--- config.mk ---
export PLATFORM = sky130hd
export DESIGN_NAME = mlp_sequencer
export DESIGN_NICKNAME = d
export VERILOG_FILES = /design/src/rtl/mlp_sequencer.sv
export SDC_FILE = /design/constraint.sdc
export NUM_CORES = 1
export LEC_CHECK = 0
export ABC_AREA = 0
export BUFFER_PORTS_ARGS = -buffer_cell sky130_fd_sc_hd__buf_2
export CORE_MARGIN = 3
export CORE_UTILIZATION = 45
export DETAILED_ROUTE_END_ITERATION = 8
export PLACE_DENSITY = 0.84
export SYNTH_ARGS = -nofsm -noshare
export SYNTH_HDL_FRONTEND = slang
export SYNTH_SLANG_ARGS = --single-unit
--- constraint.sdc ---
create_clock -name clk -period 2.8 [get_ports clk]
set_input_delay 0 -clock clk [delete_from_list [all_inputs] [get_ports clk]]
set_output_delay 0 -clock clk [all_outputs]
set_load 0.02 [all_outputs]
--- src/rtl/mlp_sequencer.sv ---
// Sequences one two-layer MLP inference: fetches bias/weight words from flash, stages input
// lanes, drives the accumulate ALU and writes each activated neuron into activation memory.
module mlp_sequencer #(
   parameter int LANES     = 4,
   parameter int DW        = 4,
   parameter int L1_IN     = 144,
   parameter int L1_NEUR   = 8,
   parameter int L2_NEUR   = 10,
   parameter int ADDR_W    = 16,
   parameter int BASE_ADDR = 0,
   parameter int ALU_LAT   = 2,
   parameter int AW        = 5
) (
   input  logic                  clk,
   input  logic                  n_rst,
   input  logic                  start,
   output logic                  busy,
   output logic                  done,
   output logic                  in_rd_en,
   output logic [((L1_IN/LANES > 1) ? $clog2(L1_IN/LANES) : 1)-1:0] in_idx,
   input  logic [LANES*DW-1:0]   in_data,
   output logic                  flash_req,
   output logic [ADDR_W-1:0]     flash_addr,
   input  logic                  flash_valid,
   input  logic [LANES*DW-1:0]   flash_data,
   output logic [AW-1:0]         act_raddr,
   input  logic [DW-1:0]         act_rdata,
   output logic                  act_wr_en,
   output logic [AW-1:0]         act_waddr,
   output logic [DW-1:0]         act_wdata,
   output logic                  alu_clear,
   output logic                  alu_acc,
   output logic [DW-1:0]         alu_bias,
   output logic [LANES*DW-1:0]   alu_weight,
   output logic [LANES*DW-1:0]   alu_input,
   input  logic [DW-1:0]         alu_result
);

   localparam int G1    = L1_IN / LANES;
   localparam int G2    = L1_NEUR / LANES;
   localparam int IDX_W = (G1 > 1) ? $clog2(G1) : 1;
   localparam int GMAX  = (G1 > G2) ? G1 : G2;
   localparam int GW    = $clog2(GMAX + 1);
   localparam int NMAX  = (L1_NEUR > L2_NEUR) ? L1_NEUR : L2_NEUR;
   localparam int NW    = $clog2(NMAX + 1);
   localparam int KW    = $clog2(LANES + 1);
   localparam int DCW   = $clog2(ALU_LAT + 1);

   if ((L1_IN % LANES) != 0 || (L1_NEUR % LANES) != 0 || (L1_NEUR + L2_NEUR) > (1 << AW))
   begin : g_param_check
      $error("mlp_sequencer: L1_IN/L1_NEUR must be multiples of LANES and all neurons must fit in 2^AW");
   end

   typedef enum logic [3:0] {
      IDLE, BIAS_REQ, W_REQ, IN_LOAD, ACC, DRAIN, WRITE, NEXT, FINISH
   } state_t;

   state_t            state, state_nxt;
   logic [ADDR_W-1:0] ptr;
   logic              layer;
   logic [NW-1:0]     neuron;
   logic [GW-1:0]     group;
   logic [KW-1:0]     k;
   logic [DCW-1:0]    dcnt;
   logic              grp_last, neur_last, lane_done, drain_done;

   assign flash_addr = ptr;
   assign busy       = (state != IDLE) && (state != FINISH);
   assign grp_last   = layer ? (group == GW'(G2 - 1)) : (group == GW'(G1 - 1));
   assign neur_last  = layer ? (neuron == NW'(L2_NEUR - 1)) : (neuron == NW'(L1_NEUR - 1));
   assign lane_done  = (k == KW'(LANES));
   assign drain_done = (dcnt == DCW'(ALU_LAT - 1));

   always_ff @(posedge clk or negedge n_rst) begin
      if (!n_rst) state <= IDLE;
      else        state <= state_nxt;
   end

   always_comb begin
      state_nxt = state;
      done      = 1'b0;
      flash_req = 1'b0;
      in_rd_en  = 1'b0;
      in_idx    = '0;
      act_raddr = '0;
      act_wr_en = 1'b0;
      act_waddr = '0;
      act_wdata = '0;
      alu_acc   = 1'b0;
      case (state)
         IDLE:     if (start) state_nxt = BIAS_REQ;
         BIAS_REQ: begin
            flash_req = 1'b1;
            if (flash_valid) state_nxt = W_REQ;
         end
         W_REQ: begin
            flash_req = 1'b1;
            if (flash_valid) state_nxt = IN_LOAD;
         end
         IN_LOAD: begin
            if (!layer) begin
               in_rd_en  = 1'b1;
               in_idx    = IDX_W'(group);
               state_nxt = ACC;
            end else if (!lane_done) begin
               act_raddr = AW'(group) * AW'(LANES) + AW'(k);
            end else begin
               state_nxt = ACC;
            end
         end
         ACC: begin
            alu_acc   = 1'b1;
            state_nxt = grp_last ? DRAIN : W_REQ;
         end
         DRAIN:    if (drain_done) state_nxt = WRITE;
         WRITE: begin
            act_wr_en = 1'b1;
            act_waddr = layer ? AW'(L1_NEUR) + AW'(neuron) : AW'(neuron);
            act_wdata = alu_result;
            state_nxt = NEXT;
         end
         NEXT:     state_nxt = (layer && neur_last) ? FINISH : BIAS_REQ;
         FINISH: begin
            done      = 1'b1;
            state_nxt = IDLE;
         end
         default:  state_nxt = IDLE;
      endcase
   end

   always_ff @(posedge clk or negedge n_rst) begin
      if (!n_rst) begin
         ptr        <= ADDR_W'(BASE_ADDR);
         layer      <= 1'b0;
         neuron     <= '0;
         group      <= '0;
         k          <= '0;
         dcnt       <= '0;
         alu_clear  <= 1'b0;
         alu_bias   <= '0;
         alu_weight <= '0;
         alu_input  <= '0;
      end else begin
         alu_clear <= 1'b0;
         case (state)
            IDLE: if (start) begin
               ptr    <= ADDR_W'(BASE_ADDR);
               layer  <= 1'b0;
               neuron <= '0;
               group  <= '0;
            end
            BIAS_REQ: if (flash_valid) begin
               alu_bias  <= flash_data[DW-1:0];
               alu_clear <= 1'b1;
               ptr       <= ptr + ADDR_W'(1);
               group     <= '0;
            end
            W_REQ: if (flash_valid) begin
               alu_weight <= flash_data;
               ptr        <= ptr + ADDR_W'(1);
               k          <= '0;
            end
            IN_LOAD: begin
               if (!layer) begin
                  alu_input <= in_data;
               end else begin
                  // Read data lags the address by one cycle, so lane i lands on step i+1.
                  for (int i = 0; i < LANES; i++)
                     if (k == KW'(i + 1)) alu_input[i*DW +: DW] <= act_rdata;
                  if (!lane_done) k <= k + KW'(1);
               end
            end
            ACC: begin
               group <= group + GW'(1);
               dcnt  <= '0;
            end
            DRAIN: if (!drain_done) dcnt <= dcnt + DCW'(1);
            NEXT: begin
               if (neur_last) begin
                  neuron <= '0;
                  layer  <= 1'b1;
               end else begin
                  neuron <= neuron + NW'(1);
               end
            end
            default: ;
         endcase
      end
   end

endmodule

Yosys cells after proc, flatten, opt, wreduce, memory -nomap -nowiden
Cells that the tools add are included.

$add $sub $neg: 7. Equal/unequal tests: 32. Muxes and demuxes: 50. Reduce and logical (&&, ||, !) cells: 23.

Operators with widths (count): two-way mux 4 bit (14); two-way mux 16 bit (3); one-hot mux 16 bit (2 select lines) (1); one-hot mux 4 bit (8 select lines) (1); two-way mux 5 bit (5); two-way mux 6 bit (4); equality test 4 x 3 -> 1 bit, second input constant (5); one-hot mux 6 bit (3 select lines) (1); adder 16 x 1 -> 16 bit, second input constant (1); inequality test 2 bit, second input constant (8); AND reduction 2 bit (8); two-way mux 1 bit (12); two-way mux 3 bit (4); inequality test 2 x 1 -> 1 bit, second input constant (5); AND reduction 3 bit (3); equality test 4 x 2 -> 1 bit, second input constant (2); equality test 4 bit, second input constant (2); one-hot mux 4 bit (2 select lines) (1); nonzero test 2 bit (4); adder 6 x 1 -> 6 bit, second input constant (1); equality test 3 x 2 -> 1 bit, second input constant (2); equality test 6 x 1 -> 1 bit, second input constant (1); equality test 6 bit, second input constant (1); one-hot mux 3 bit (2 select lines) (1); 21 further kinds (22).

Register bits after elaboration: 73. Input bits: 44. Output and inout bits: 79. Logic and storage cells: 126.

Depth between registers and ports, before layout
Gate-level depths: netlist of the first run.

Depth after elaboration: 5. Mapped depth: 8.

Least setup slack after synthesis of the first run
Ideal clock, no wire load.

Kind: register to register. Start point: register layer. End point: register state[0]. Library setup time: 0.096 ns. Data arrival time: 1.911 ns. Required time: 2.704 ns. Path slack: 0.792 ns. Stages on the path, launching flop included: 9. Buffers on the path: 1. Period minus slack after synthesis: 2.008 ns. Cells stage by stage: dfrtp_1 buf_2 clkinv_1 ha_1 nor4b_1 nand2_1 a21oi_1 a21oi_1 o31ai_1.

Longest elaborated chain between the ends: 4. Elaborated cells between the ends (all ways): 9.

Ends and longest elaborated chain: start: declaration (line 60) `logic layer;`; start signal: assignment (line 134) `layer <= 1'b0;`; start signal: assignment (line 148) `layer <= 1'b0;`; start signal: assignment (line 181) `layer <= 1'b1;`; two-way mux 1 bit (line 70) `assign neur_last = layer ? (neuron == NW'(L2_NEUR - 1)) : (neuron == NW'(L1_NEUR - 1));`; logical AND 1 bit (line 122) `NEXT: state_nxt = (layer && neur_last) ? FINISH : BIAS_REQ;`; two-way mux 4 bit (line 122); one-hot mux 4 bit (8 select lines) (line 90) `case (state)`; end signal: assignment (line 76) `else state <= state_nxt;`; end: declaration (line 58) `state_t state, state_nxt;`.

Parallel ways exist; a longest one is shown, timed or not. A chain may end at the register's enable or synchronous reset.

Worst setup path after layout of the first run
Start point: register state[1]. End point: register ptr[15] (netlist: flash_addr[15]).

Longest elaborated chain between the ends: 4. Elaborated cells between the ends (all ways): 9.

Ends and longest elaborated chain: equality test 4 x 2 -> 1 bit / equality test 4 x 1 -> 1 bit (equally long branches) (line 145) `case (state)`; OR reduction 2 bit (no line); inequality test 2 x 1 -> 1 bit (no line) / nonzero test 2 bit (equally long branches); AND reduction 3 bit (no line); end signal: assignment (line 147) `ptr <= ADDR_W'(BASE_ADDR);`; end signal: assignment (line 155) `ptr <= ptr + ADDR_W'(1);`; end signal: assignment (line 160) `ptr <= ptr + ADDR_W'(1);`; end: declaration (line 59) `logic [ADDR_W-1:0] ptr;`.

Parallel ways exist; a longest one is shown, timed or not.

==> results.txt, run 1 <==
- Pin count of the biggest net entering global routing: 74
- The worst setup path is of the reg -> reg kind.
* Drt pass-1 iters: 4
- Setup repair after global routing left no endpoint under its margin.
- After synthesis, the mean cell area works out to 9.99 µm².
* Number of clock sinks seen by CTS: 73
* Residual DRC: 0
- TritonCTS clock tree: done
- The worst setup path is launched from a register.
- Prior to clock tree synthesis, the placed netlist has a worst setup slack of between 0.5 and 0.6 ns.
- Area growth from synthesis to layout: 31.3%
- Sort of element at the end of the critical path: register
* Initial core utilization: 0.475
- For the worst setup path, the data arrival time is 2.56 ns.
- Cell variety after synth: 46
- TritonCTS created 9 clock buffers.
- After detailed routing, the number of vias per cell comes to between 5 and 6.
- Maximum number of buffers from clock root to sink: 2
- Overall fraction of global-route tracks in use: 0.208
- The initialized floorplan defines 32 standard-cell rows.
* Clock H-tree levels: 3
- Data required time of the worst path: approximately 3.1 ns
- Worst vdd rail ir drop: between 400 and 500 µV
- Once routing completed, OpenROAD measured the worst setup slack at 0.495 ns.
- In this run the static leakage power is 2.44 nW.
- Number of buffers inserted by port buffering: roughly 120
* Worst hold path class: in -> reg
- In the synthesized netlist the dominant register cell turns out to be sky130_fd_sc_hd__dfrtp_1.
- The number of nets in the synthesized netlist is 435.
* Wire length of the first global-routing pass: 16500 µm
- Max-slew violations: 0
- Min cycle time layout: between 2 and 2.5 ns
- Share of synthesized registers carrying an async set or reset: 1.00
- Seq/Total Area, Yosys: 0.485
* Post-CTS sizing: 0
* Clock-pin slew on the worst setup and hold paths: 0.07 ns
- CTS Root Cell: sky130_fd_sc_hd__clkbuf_8
- Aggregate routed wire length: 9750 µm
* Post-DR wirelength/cell: approximately 15 µm
- Die boundary height: a little under 100 µm
* Worst-margin pin slew: 0.913 ns
- The number of antenna violations at the first check in global routing is 0.
- Remaining antenna violation count after routing: 0
- F_max: 434 MHz
- Boundary pin count: 123
- Post-synthesis instance area: 0.00377 mm²
* Die footprint: 0.00950 mm²
* Ant. Diodes: 0
- Pwr per Cell Area: 993 mW/mm²
- Vias after detailed routing: roughly 3400
* Final Skew: 0.00812 ns
- The via count of the first global-routing pass came to approximately 3500.
- After global routing the overflow that remains totals 0.
- Number of synthesized flops with an enable pin: 0
- Of the cells placed in the final design, the portion with a size suffix greater than 1 is 0.311.
- Count of non-filler cells in the finished layout: 636
- Final weighted congestion in routability-driven placement: 0.817
- Max-slew headroom: 0.392
- Flip-flop and latch count after synthesis: between 70 and 80
- Max_cap viols: 0
- HPWL reported at the end of detailed placement: 6950 µm
- Number of placed instances, taps included: 589
- Synthesized netlist cell count: about 380
- Nets@finish: 588
- For the final routed database, the setup TNS stands at 0 ns.
- Yosys printed 0 warnings.
- Along the worst path, the maximum fanout reaches 16.
- Dividing the final minimum period by the clock period gives 0.823.
* Final setup violation count: 0
- The later pin in the worst-skew pair is clocked with a latency of 0.34 ns.
- The final count of hold timing violations was 0.
* Core Box Area: 0.00793 mm²
* Horiz. Die Dim: 97.5 µm
* Result of the run: finished, final reports clean
- Violation count after the first detailed-routing iteration: 241
[state kept, by name, summed over array words and instances, names as in the netlist, 2 cells and up]
| name | cells |
|---|---|
| flash_addr | 16 |
| state | 4 |
| alu_input | 16 |
| neuron | 4 |
| alu_bias | 4 |
| k | 3 |
| alu_weight | 16 |
| group | 6 |
| dcnt | 2 |
[cells by family after synthesis]
logic type               count (synthesis)  synth area share
AND/OR/NAND/NOR                        137             0.184
AO/OA/AOI/OAI                           75             0.121
flip-flops                              73             0.485
multiplexers                            36             0.102
buffers and inverters                   30            0.0332
adder cells (fa/ha/maj)                 14            0.0465
XOR/XNOR                                12            0.0279
[where the power goes]
group / internal [mW] / total, mW / switching [mW] / leakage, nW
clock: 0.335 / 0.704 / 0.369 / 0.0887
combinational: 0.913 / 2.37 / 1.46 / 1.44
sequential: 1.47 / 1.83 / 0.365 / 0.909
[through the flow]
step | total power, mW | utilization | hold WS, ns | cell area, µm²
4_1_cts | 4.92 | 0.624 | 0.00645 | 4950
5_1_grt | 5.27 | 0.624 | 0.00629 | 4950
6_report | 4.91 | 0.624 | 0.00990 | 4950
3_3_place_gp | 4.06 | 0.563 | 0.177 | 4460
3_5_place_dp | 4.18 | 0.563 | 0.192 | 4460
2_1_floorplan | 3.41 | - | -0.296 | 3770
[worst paths after layout]
| kind | slack (ns) | end | start | cells past startpoint |
|---|---|---|---|---|
| worst max-delay path | 0.50 | flash_addr[15] | state[1] | 5 |
| max in group asynchronous | 1.86 | alu_weight[11] | n_rst | 2 |
| worst max register to register | 0.50 | flash_addr[15] | state[1] | 5 |
| worst min-delay path | 0.01 | alu_input[1] | in_data[1] | 3 |
| min in group asynchronous | 0.32 | flash_addr[9] | n_rst | 2 |
| worst min register to register | 0.49 | neuron[3] | neuron[3] | 1 |
[area by class of cell]
cell class	count	area, µm²
multi-input combinational	274	1810
clock buffer	11	141
clock inverter	4	20.0
tap	102	128
inverter	14	52.6
timing repair buffer	158	963
fill	640	2980
sequential	73	1830
[cell usage in the layout, fill, tap and decap left out, types with 2 or more instances in the layout]
cell type / count
sky130_fd_sc_hd__nand2_1: 22
sky130_fd_sc_hd__ha_1: 14
sky130_fd_sc_hd__mux2i_1: 16
sky130_fd_sc_hd__nor2_1: 42
sky130_fd_sc_hd__buf_2: 121
sky130_fd_sc_hd__nor4_1: 8
sky130_fd_sc_hd__o21ai_0: 16
sky130_fd_sc_hd__o31ai_1: 4
sky130_fd_sc_hd__mux2_2: 20
sky130_fd_sc_hd__nand4_1: 8
sky130_fd_sc_hd__inv_1: 13
sky130_fd_sc_hd__or4_1: 3
sky130_fd_sc_hd__buf_4: 5
sky130_fd_sc_hd__o311ai_0: 2
sky130_fd_sc_hd__clkbuf_8: 10
sky130_fd_sc_hd__a21oi_1: 28
sky130_fd_sc_hd__and2_1: 2
sky130_fd_sc_hd__a21o_1: 3
sky130_fd_sc_hd__xnor2_1: 10
sky130_fd_sc_hd__and3_1: 18
sky130_fd_sc_hd__a31oi_1: 4
sky130_fd_sc_hd__xor2_1: 2
sky130_fd_sc_hd__nor2b_1: 2
sky130_fd_sc_hd__nand2b_1: 2
sky130_fd_sc_hd__nor3_1: 5
sky130_fd_sc_hd__dfrtp_1: 73
sky130_fd_sc_hd__nand3_1: 16
sky130_fd_sc_hd__o22ai_1: 10
sky130_fd_sc_hd__dlygate4sd3_1: 32
sky130_fd_sc_hd__clkinv_2: 4
[cells in the mapped netlist, drive strengths merged (2+ instances only)]
library cell  instances  share of area
dfrtp                73           0.49
ha                   14          0.047
mux2i                16          0.043
o31ai                 4         0.0080
nand4                 8          0.013
clkbuf               11          0.011
o311ai                2         0.0047
nor2                 43          0.044
a21o                  3         0.0060
nor4                  8          0.013
nand2b                2         0.0033
nand3                16          0.021
a31oi                 4         0.0066
or4                   3         0.0060
nor3                  5         0.0066
o22ai                10          0.017
nor2b                 2         0.0033
a21oi                28          0.037
and2                  2         0.0033
mux2                 20          0.060
or3                   2         0.0047
o21ai                16          0.021
inv                  13          0.013
nand2                22          0.022
xor2                  2         0.0047
xnor2                10          0.023
and3                 18          0.030
buf                   5         0.0083
[repair_timing]
item / CTS / global route
hold buffers: 32 / 0
buffers inserted: 0 / 0
hold endpoints to repair: 108 / 0
[layer usage]
metal,global-route usage,vias up,wire length (µm),part of all wire
li1,-,1670,-,-
met1,0.252,1643,3900,0.40
met2,0.360,105,5120,0.53
met3,0.0416,19,520,0.053
met4,0.0863,0,200,0.021
met5,0,-,0,0
[worst max-delay path, cell delays in order (launching register included)]
cell and delay (ns):
sky130_fd_sc_hd__dfrtp_1 0.65, sky130_fd_sc_hd__and2b_1 0.40, sky130_fd_sc_hd__a2bb2oi_2 0.19, sky130_fd_sc_hd__or3_4 0.43
sky130_fd_sc_hd__or4_1 0.41, sky130_fd_sc_hd__a21oi_1 0.15
No activity file was read; power rests on OpenSTA's default activity.
==> run 2: changes to the inputs <==
==> constraint.sdc (replaced) <==
create_clock -name clk -period 2.15 [get_ports clk]
set_input_delay 0 -clock clk [delete_from_list [all_inputs] [get_ports clk]]
set_output_delay 0 -clock clk [all_outputs]
set_load 0.02 [all_outputs]
==> run 2 against run 1 <==
Net effect:
- register-to-register slack worse by 0.29 ns
- design area grew 3.5%
- critical path type is now reg -> out
- clock power increased by 86%
- critical endpoint is now act_raddr[4]
- first-iteration DRC count rose by 25%
- highest routed layer unchanged
- setup slack got worse by 0.38 ns
==> results.txt, run 2 (synthesized netlist as in run 1, its figures left out) <==
* Clock H-tree levels: 3 (unchanged)
- The area inside the core boundary came to 0.00793 mm² (unchanged).
- The data arrival at the endpoint of the critical path was 2.03 ns (was 2.56 ns).
* Die boundary height: 97.5 µm (unchanged)
- Timing would allow up to 492 MHz.
* Number of buffers inserted by port buffering: 122 (unchanged)
- Residual DRC: 0 (unchanged)
- CTS Root Cell: sky130_fd_sc_hd__clkbuf_8 (unchanged)
- Vias after detailed routing: 3647 (was 3437)
- Drt pass-1 iters: 5 (was 4)
* Sort of element at the start of the critical path: register (unchanged)
- Launching point of the worst reg2reg path: layer (was state[1])
* Setup Crit Path Kind: reg -> out (was reg -> reg)
- Number of standard-cell rows in the floorplan: 32 (unchanged)
- Worst-case reg-to-reg path depth: 7 (was 5)
- RSZ-0062 raised after global routing: false (unchanged).
* Count of non-filler cells in the finished layout: 649 (was 636)
- Worst-margin pin slew: 0.906 ns (was 0.913 ns)
- Hold Startpoint: act_rdata[0] (was in_data[1])
- The number of buffers inserted during clock tree synthesis came to 9 (unchanged).
- The worst min-delay path category was in -> reg (unchanged).
- Crit path setup slack, layout: 0.119 ns (was 0.495 ns)
- Max-slew headroom: 0.396 (was 0.392)
* Initial antenna violation count: 0 (unchanged)
- The largest net degree at the start of global routing came to 74 (unchanged).
* Final setup violation count: 0 (unchanged)
- Leak pwr: 2.53 nW (was 2.44 nW)
* Worst vdd rail ir drop: 677 µV (was 403 µV)
* Residual overflow from global routing: 0 (unchanged)
* Violation count after the first detailed-routing iteration: 301 (was 241)
- Result of the run: finished, final reports clean (unchanged).
- The total power divided by cell area was 1360 mW/mm² (was 993 mW/mm²).
- Max-slew violations: 0 (unchanged)
* Clock-pin slew on the worst setup and hold paths: 0.08 ns (was 0.07 ns)
* Finished Core Util: 0.646 (was 0.624)
* Remaining antenna violation count after routing: 0 (unchanged)
- The first-pass GRT wire length is 17700 µm (was 16500 µm).
- The final antenna diode count is 0 (unchanged).
- The element type at the critical path end is an output pin (was register).
- The overall die area is 0.00950 mm² (unchanged).
- The layout-stage area growth over the synthesis result was 36.0% (was 31.3%).
- Aggregate routed wire length: 10700 µm (was 9750 µm)
- Hold violation count in the final report: 0 (unchanged)
- Fin crit share: 0.945
- Worst reg2reg setup slack: 0.21 ns (was 0.50 ns)
* Top library cells by usage in the layout, fill and taps aside: sky130_fd_sc_hd__buf_2, sky130_fd_sc_hd__dfrtp_1, sky130_fd_sc_hd__nor2_1 (unchanged)
- The HPWL after detailed placement is 7210 µm (was 6950 µm).
* Number of fill cells in the layout: 620 (was 640)
- Commonest non-fill, non-tap cell in the layout: sky130_fd_sc_hd__buf_2 (unchanged)
- Final Skew: 0.0128 ns (was 0.00812 ns)
- Post-layout total power: 6.98 mW (was 4.91 mW)
- The via count of the first global-routing pass is 3686 (was 3474).
- The starting density of the core was 0.475 (unchanged).
- Number of vias per cell after detailed routing: 5.62 (was 5.40)
- The worst-case clock buffer depth came to 2 (unchanged).
- The fraction of final layout cells sized beyond drive strength 1 was 0.325 (was 0.311).
- Hold endpoint: alu_input[12] (was alu_input[1])
* Post-DR wirelength/cell: 16.5 µm (was 15.3 µm)
- Largest fanout of any net on the critical path: 17 (was 16)
* TritonCTS clock tree: done (unchanged)
- Horiz. Die Dim: 97.5 µm (unchanged)
- The worst hold path depth came to 3 (unchanged).
- Clock latency reported for the late side of the worst-skew pair: 0.35 ns (was 0.34 ns)
* Max_cap viols: 0 (unchanged)
- The worst slack at placement is 0.239 ns (was 0.531 ns).
- The global-route usage over all layers was 0.226 (was 0.208).
- The destination of the worst register-to-register timing path is state[0] (was flash_addr[15]).
- Boundary pin count: 123 (unchanged)
- The worst endpoint required time came to 2.15 ns (was 3.06 ns).
* Nets@finish: 600 (was 588)
- Min cycle time layout: 2.03 ns
- Final weighted congestion in routability-driven placement: 0.803 (was 0.817)
- The total negative slack was 0 ns (unchanged).
- Number of placed instances, taps included: 600 (was 589)
- The number of clock sinks came to 73 (unchanged).
==> run 2: cell types whose count changed in the layout (fill, tap and decap cells not counted) <==
cell / change
sky130_fd_sc_hd__bufinv_16: +3
sky130_fd_sc_hd__o311ai_0: -1
sky130_fd_sc_hd__dlygate4sd3_1: +1
sky130_fd_sc_hd__clkinv_2: -3
sky130_fd_sc_hd__o311ai_1: +1
sky130_fd_sc_hd__clkinvlp_4: +1
sky130_fd_sc_hd__buf_4: +11
==> run 2: what timing repair did <==
action | in CTS | in global routing
hold endpoints to repair | 108 | 0
hold buffers | 33 | 0
setup buffers | 0 | 0
gates resized for setup | 0 | 1
endpoints found under the setup margin | 0 | 1
==> run 2: worst max-delay path by stage <==
| stage | startpoint | end | slack, ns | cells past startpoint |
|---|---|---|---|---|
| finish | layer | act_raddr[4] | 0.12 | 6 |
| global route | layer | act_raddr[4] | 0.01 | 6 |
| CTS | layer | act_raddr[4] | 0.15 | 6 |
| detailed placement | layer | state[0] | 0.24 | 7 |
| global placement | state[3] | flash_addr[15] | 0.33 | 4 |
| floorplan | layer | state[0] | 0.14 | 8 |
==> run 2: report_power, final <==
group,leakage [nW],switching [mW],internal (mW)
combinational,1.50,2.03,1.29
sequential,0.909,0.452,1.91
clock,0.120,0.505,0.801
==> run 2: layout make-up <==
class | count | area (µm²) | share of cell area
tap | 102 | 128 | 0.0249
inverter | 14 | 52.6 | 0.0103
sequential | 73 | 1830 | 0.357
multi-input combinational | 274 | 1810 | 0.354
clock inverter | 5 | 103 | 0.0200
clock buffer | 11 | 141 | 0.0276
timing repair buffer | 170 | 1060 | 0.206
==> run 2: critical path, stage by stage (launching register included) <==
cell and delay (ns):
sky130_fd_sc_hd__dfrtp_1 0.45, sky130_fd_sc_hd__buf_4 0.32, sky130_fd_sc_hd__a21boi_0 0.29, sky130_fd_sc_hd__nand2_1 0.13, sky130_fd_sc_hd__buf_4 0.18, sky130_fd_sc_hd__nor2_1 0.12
sky130_fd_sc_hd__buf_2 0.18
==> run 2: routing by layer <==
metal	track usage	wire, µm	up-vias	share of wire
met3	0.0380	577	43	0.054
met2	0.388	5600	174	0.52
met1	0.275	4140	1736	0.39
li1	-	-	1694	-
met4	0.110	371	0	0.035
met5	0	0	-	0
==> run 2: metrics by stage <==
step | hold WS, ns | instance area, µm²
6_report | 0.0206 | 5120
2_1_floorplan | -0.296 | 3770
3_5_place_dp | 0.199 | 4550
4_1_cts | 0.00532 | 5120
5_1_grt | 0.0244 | 5120
3_3_place_gp | 0.185 | 4550
==> run 3: changes to the inputs <==
--- a/config.mk
+++ b/config.mk
@@ -6,11 +6,12 @@
 export NUM_CORES = 1
 export LEC_CHECK = 0
 export ABC_AREA = 0
-export BUFFER_PORTS_ARGS = -buffer_cell sky130_fd_sc_hd__buf_2
 export CORE_MARGIN = 3
 export CORE_UTILIZATION = 45
 export DETAILED_ROUTE_END_ITERATION = 8
-export PLACE_DENSITY = 0.84
+export DONT_BUFFER_PORTS = 1
+export PLACE_DENSITY = 0.72
+export REMOVE_ABC_BUFFERS = 1
 export SYNTH_ARGS = -nofsm -noshare
 export SYNTH_HDL_FRONTEND = slang
 export SYNTH_SLANG_ARGS = --single-unit
==> run 3 against run 2 <==
Net effect:
- die area is the same
- flip-flop and latch count did not move
- worst hold slack lost 0.0034 ns
- design area fell by 8.3%
- critical path depth grew 1
- fmax up 3.3%
- via count decreased by 13%
- register-to-register slack hardly changed
- final cell count is 15% lower
- largest cell class unchanged
==> results.txt, run 3 (synthesized netlist as in run 1, its figures left out) <==
- Result of the run: finished, final reports clean (unchanged)
- The setup slack on the worst flop-to-flop path came to 0.21 ns (about the same).
* Hold violation count in the final report: 0 (unchanged)
- The post-route clock skew is 0.00636 ns (was 0.0128 ns).
- Pwr per Cell Area: 1340 mW/mm² (was 1360 mW/mm²)
* HPWL reported at the end of detailed placement: 6390 µm (was 7210 µm)
- Global-route met1 utilization: 0.245 (was 0.275)
* Number of standard-cell rows in the floorplan: 32 (unchanged)
* Number of vias per cell after detailed routing: 5.78 (was 5.62)
* Remaining antenna violation count after routing: 0 (unchanged)
* Final setup violation count: 0 (unchanged)
* Horiz. Die Dim: 97.5 µm (unchanged)
* Worst-case reg-to-reg path depth: 6 (was 7)
- The global routing met2 resource utilization came to 0.357 (was 0.388).
- Dominant delay contributor by cell family on the critical path: buffers and inverters (unchanged)
* Cell count along the critical path: 7 (was 6)
- The global placement routability congestion was 0.807 (was 0.803).
- The final antenna diode count came to 0 (unchanged).
- The largest net degree at the start of global routing was 74 (unchanged).
* Most heavily used metal layer in global routing: met2 (unchanged)
- The count of port buffers added during placement is 0 (was 122).
- The number of max-slew violations in the final report is 0 (unchanged).
* Overall fraction of global-route tracks in use: 0.207 (was 0.226)
- The multi-input combinational cell area came to 0.00181 mm² (unchanged).
- The final design utilization is 0.592 (was 0.646).
* Crit. Startpoint: k[0] (was layer)
- Die footprint: 0.00950 mm² (unchanged)
- The biggest fanout along the worst timing path is 9 (was 17).
- Top library cells by usage in the layout, fill and taps aside: sky130_fd_sc_hd__dfrtp_1, sky130_fd_sc_hd__dlygate4sd3_1, sky130_fd_sc_hd__nor2_1 (was sky130_fd_sc_hd__buf_2, sky130_fd_sc_hd__dfrtp_1, sky130_fd_sc_hd__nor2_1).
* Commonest non-fill, non-tap cell in the layout: sky130_fd_sc_hd__dfrtp_1 (was sky130_fd_sc_hd__buf_2)
* Launching point of the worst reg2reg path: state[1] (was layer)
- Post-DR wirelength/cell: 17.6 µm (was 16.5 µm)
- The fraction of final layout cells sized beyond drive strength 1 was 0.138 (was 0.325).
- The maximum ir drop on the vdd rail is 697 µV (was 677 µV).
- Area growth from synthesis to layout: 24.7% (was 36.0%)
- Violation count after the first detailed-routing iteration: 235 (was 301)
* Biggest cell delay along the critical path: 0.43 ns (was 0.45 ns)
* Via count of the first global-routing pass: 3231 (was 3686)
* Sort of element at the end of the critical path: output pin (unchanged)
- Leak pwr: 2.08 nW (was 2.53 nW)
- The fill cell total of the finished layout was 655 (was 620).
* Buffers plus inverters on the worst setup path: 3 (unchanged)
- Core Box Area: 0.00793 mm² (unchanged)
- Data arrival time of the worst path: 1.97 ns (was 2.03 ns)
- The library cell contributing the largest single delay on the critical path was sky130_fd_sc_hd__dfrtp_1 (unchanged).
- Maximum number of buffers from clock root to sink: 2 (unchanged)
- The number of antenna violations at the first check in global routing came to 0 (unchanged).
* Worst hold path class: in -> reg (unchanged)
- The worst endpoint required time was 2.15 ns (about the same).
- Cell chain of the critical path: inv_1, ha_1, a21boi_0, nand2_1, buf_4, nor2_1, buf_4 (was buf_4, a21boi_0, nand2_1, buf_4, nor2_1, buf_2).
- Residual overflow from global routing: 0 (unchanged)
- Number of placed instances, taps included: 483 (was 600)
- The number of DRC violations after detailed routing is 0 (unchanged).
- The H-tree depth is 3 (unchanged).
- The first-pass GRT wire length came to 16000 µm (was 17700 µm).
- Sort of element at the start of the critical path: register (unchanged)
- Nets@finish: 501 (was 600)
- Drt pass-1 iters: 4 (was 5)
* Post-layout total power: 6.28 mW (was 6.98 mW)
* Met3 global-route usage: 0.0581 (was 0.0380)
- Max-slew headroom: 0.511 (was 0.396)
* Aggregate negative setup slack: 0 ns (unchanged)
* F_max: 508 MHz (was 492 MHz)
- TritonCTS clock tree: done (unchanged)
- The end point of the critical path is act_raddr[4] (unchanged).
- R2R Path End: state[1] (was state[0])
- The number of buffers inserted during clock tree synthesis came to 9 (unchanged).
- Setup Crit Path Kind: reg -> out (unchanged)
- The filler-free cell count of the finished design came to 550 (was 649).
- The boundary pin count was 123 (unchanged).
* Clock latency reported for the late side of the worst-skew pair: 0.34 ns (was 0.35 ns)
- The sequential cell area is 0.00183 mm² (unchanged).
- The number of resized instances in the post-cts repair step came to 0 (unchanged).
* Worst-margin pin slew: 0.725 ns (was 0.906 ns)
- The max-capacitance violation count was 0 (unchanged).
- Aggregate routed wire length: 9670 µm (was 10700 µm)
- Clock-pin slew on the worst setup and hold paths: 0.07 ns (was 0.08 ns)
- Number of clock sinks seen by CTS: 73 (unchanged)
* Fin crit share: 0.915 (was 0.945)
- The final critical path time including I/O delays and setup was 1.97 ns (was 2.03 ns).
- Die boundary height: 97.5 µm (unchanged)
- Initial core utilization: 0.475 (unchanged)
- Vias after detailed routing: 3178 (was 3647)
- RSZ-0062 raised after global routing: false (unchanged)
- The buffer cell driving the clock tree root is sky130_fd_sc_hd__clkbuf_8 (unchanged).
- Most frequent cell on the critical path: sky130_fd_sc_hd__buf_4 (unchanged)
-- run 3: cell count changes in the layout (fill, tap and decap cells not counted), moves of 2 or more --
cell                            delta
sky130_fd_sc_hd__buf_2           -121
sky130_fd_sc_hd__buf_4             +4
sky130_fd_sc_hd__dlygate4sd3_1    +17
sky130_fd_sc_hd__bufinv_16         -2
-- run 3: per-stage QoR --
| stage | hold slack [ns] | instance area [µm²] | setup slack [ns] |
|---|---|---|---|
| 3_5_place_dp | -0.294 | 3970 | 0.282 |
| 2_1_floorplan | -0.296 | 3690 | -0.272 |
| 5_1_grt | 0.0420 | 4700 | 0.0527 |
| 3_3_place_gp | -0.294 | 3970 | 0.311 |
| 6_report | 0.0172 | 4700 | 0.183 |
| 4_1_cts | 0.0143 | 4700 | 0.163 |
-- run 3: timing repair --
action                                 4_1_cts  5_1_grt
hold buffers                                51        0
endpoints found under the hold margin      113        0
buffers inserted                             0        0
-- run 3: worst min path at each step --
stage | startpoint | end | slack (ns) | depth (start not counted)
after global routing | flash_valid | state[2] | 0.04 | 4
final | flash_valid | alu_clear | 0.02 | 2
after detailed placement | n_rst | flash_addr[9] | -0.29 | 0
after floorplan | n_rst | alu_bias[0] | -0.30 | 0
after global placement | n_rst | flash_addr[9] | -0.29 | 0
after CTS | flash_valid | state[2] | 0.01 | 4
-- run 3: layout make-up --
class,count,area share
Inverter,14,0.0112
Clock buffer,11,0.0301
Clock inverter,5,0.0117
Timing Repair Buffer,71,0.144
Tap cell,102,0.0272
Multi-Input combinational cell,274,0.386
Sequential cell,73,0.389
-- run 3: power breakdown --
part           total, mW  switching (mW)  internal, mW
clock network       1.07           0.505         0.564
logic               2.26            1.26          1.00
registers           2.95            1.04          1.91
total               6.28            2.80          3.47
-- run 3: layer usage --
layer	up-vias	part of all wire
met5	-	0
met4	0	0.024
met3	22	0.064
met2	125	0.52
met1	1543	0.40
li1	1488	-
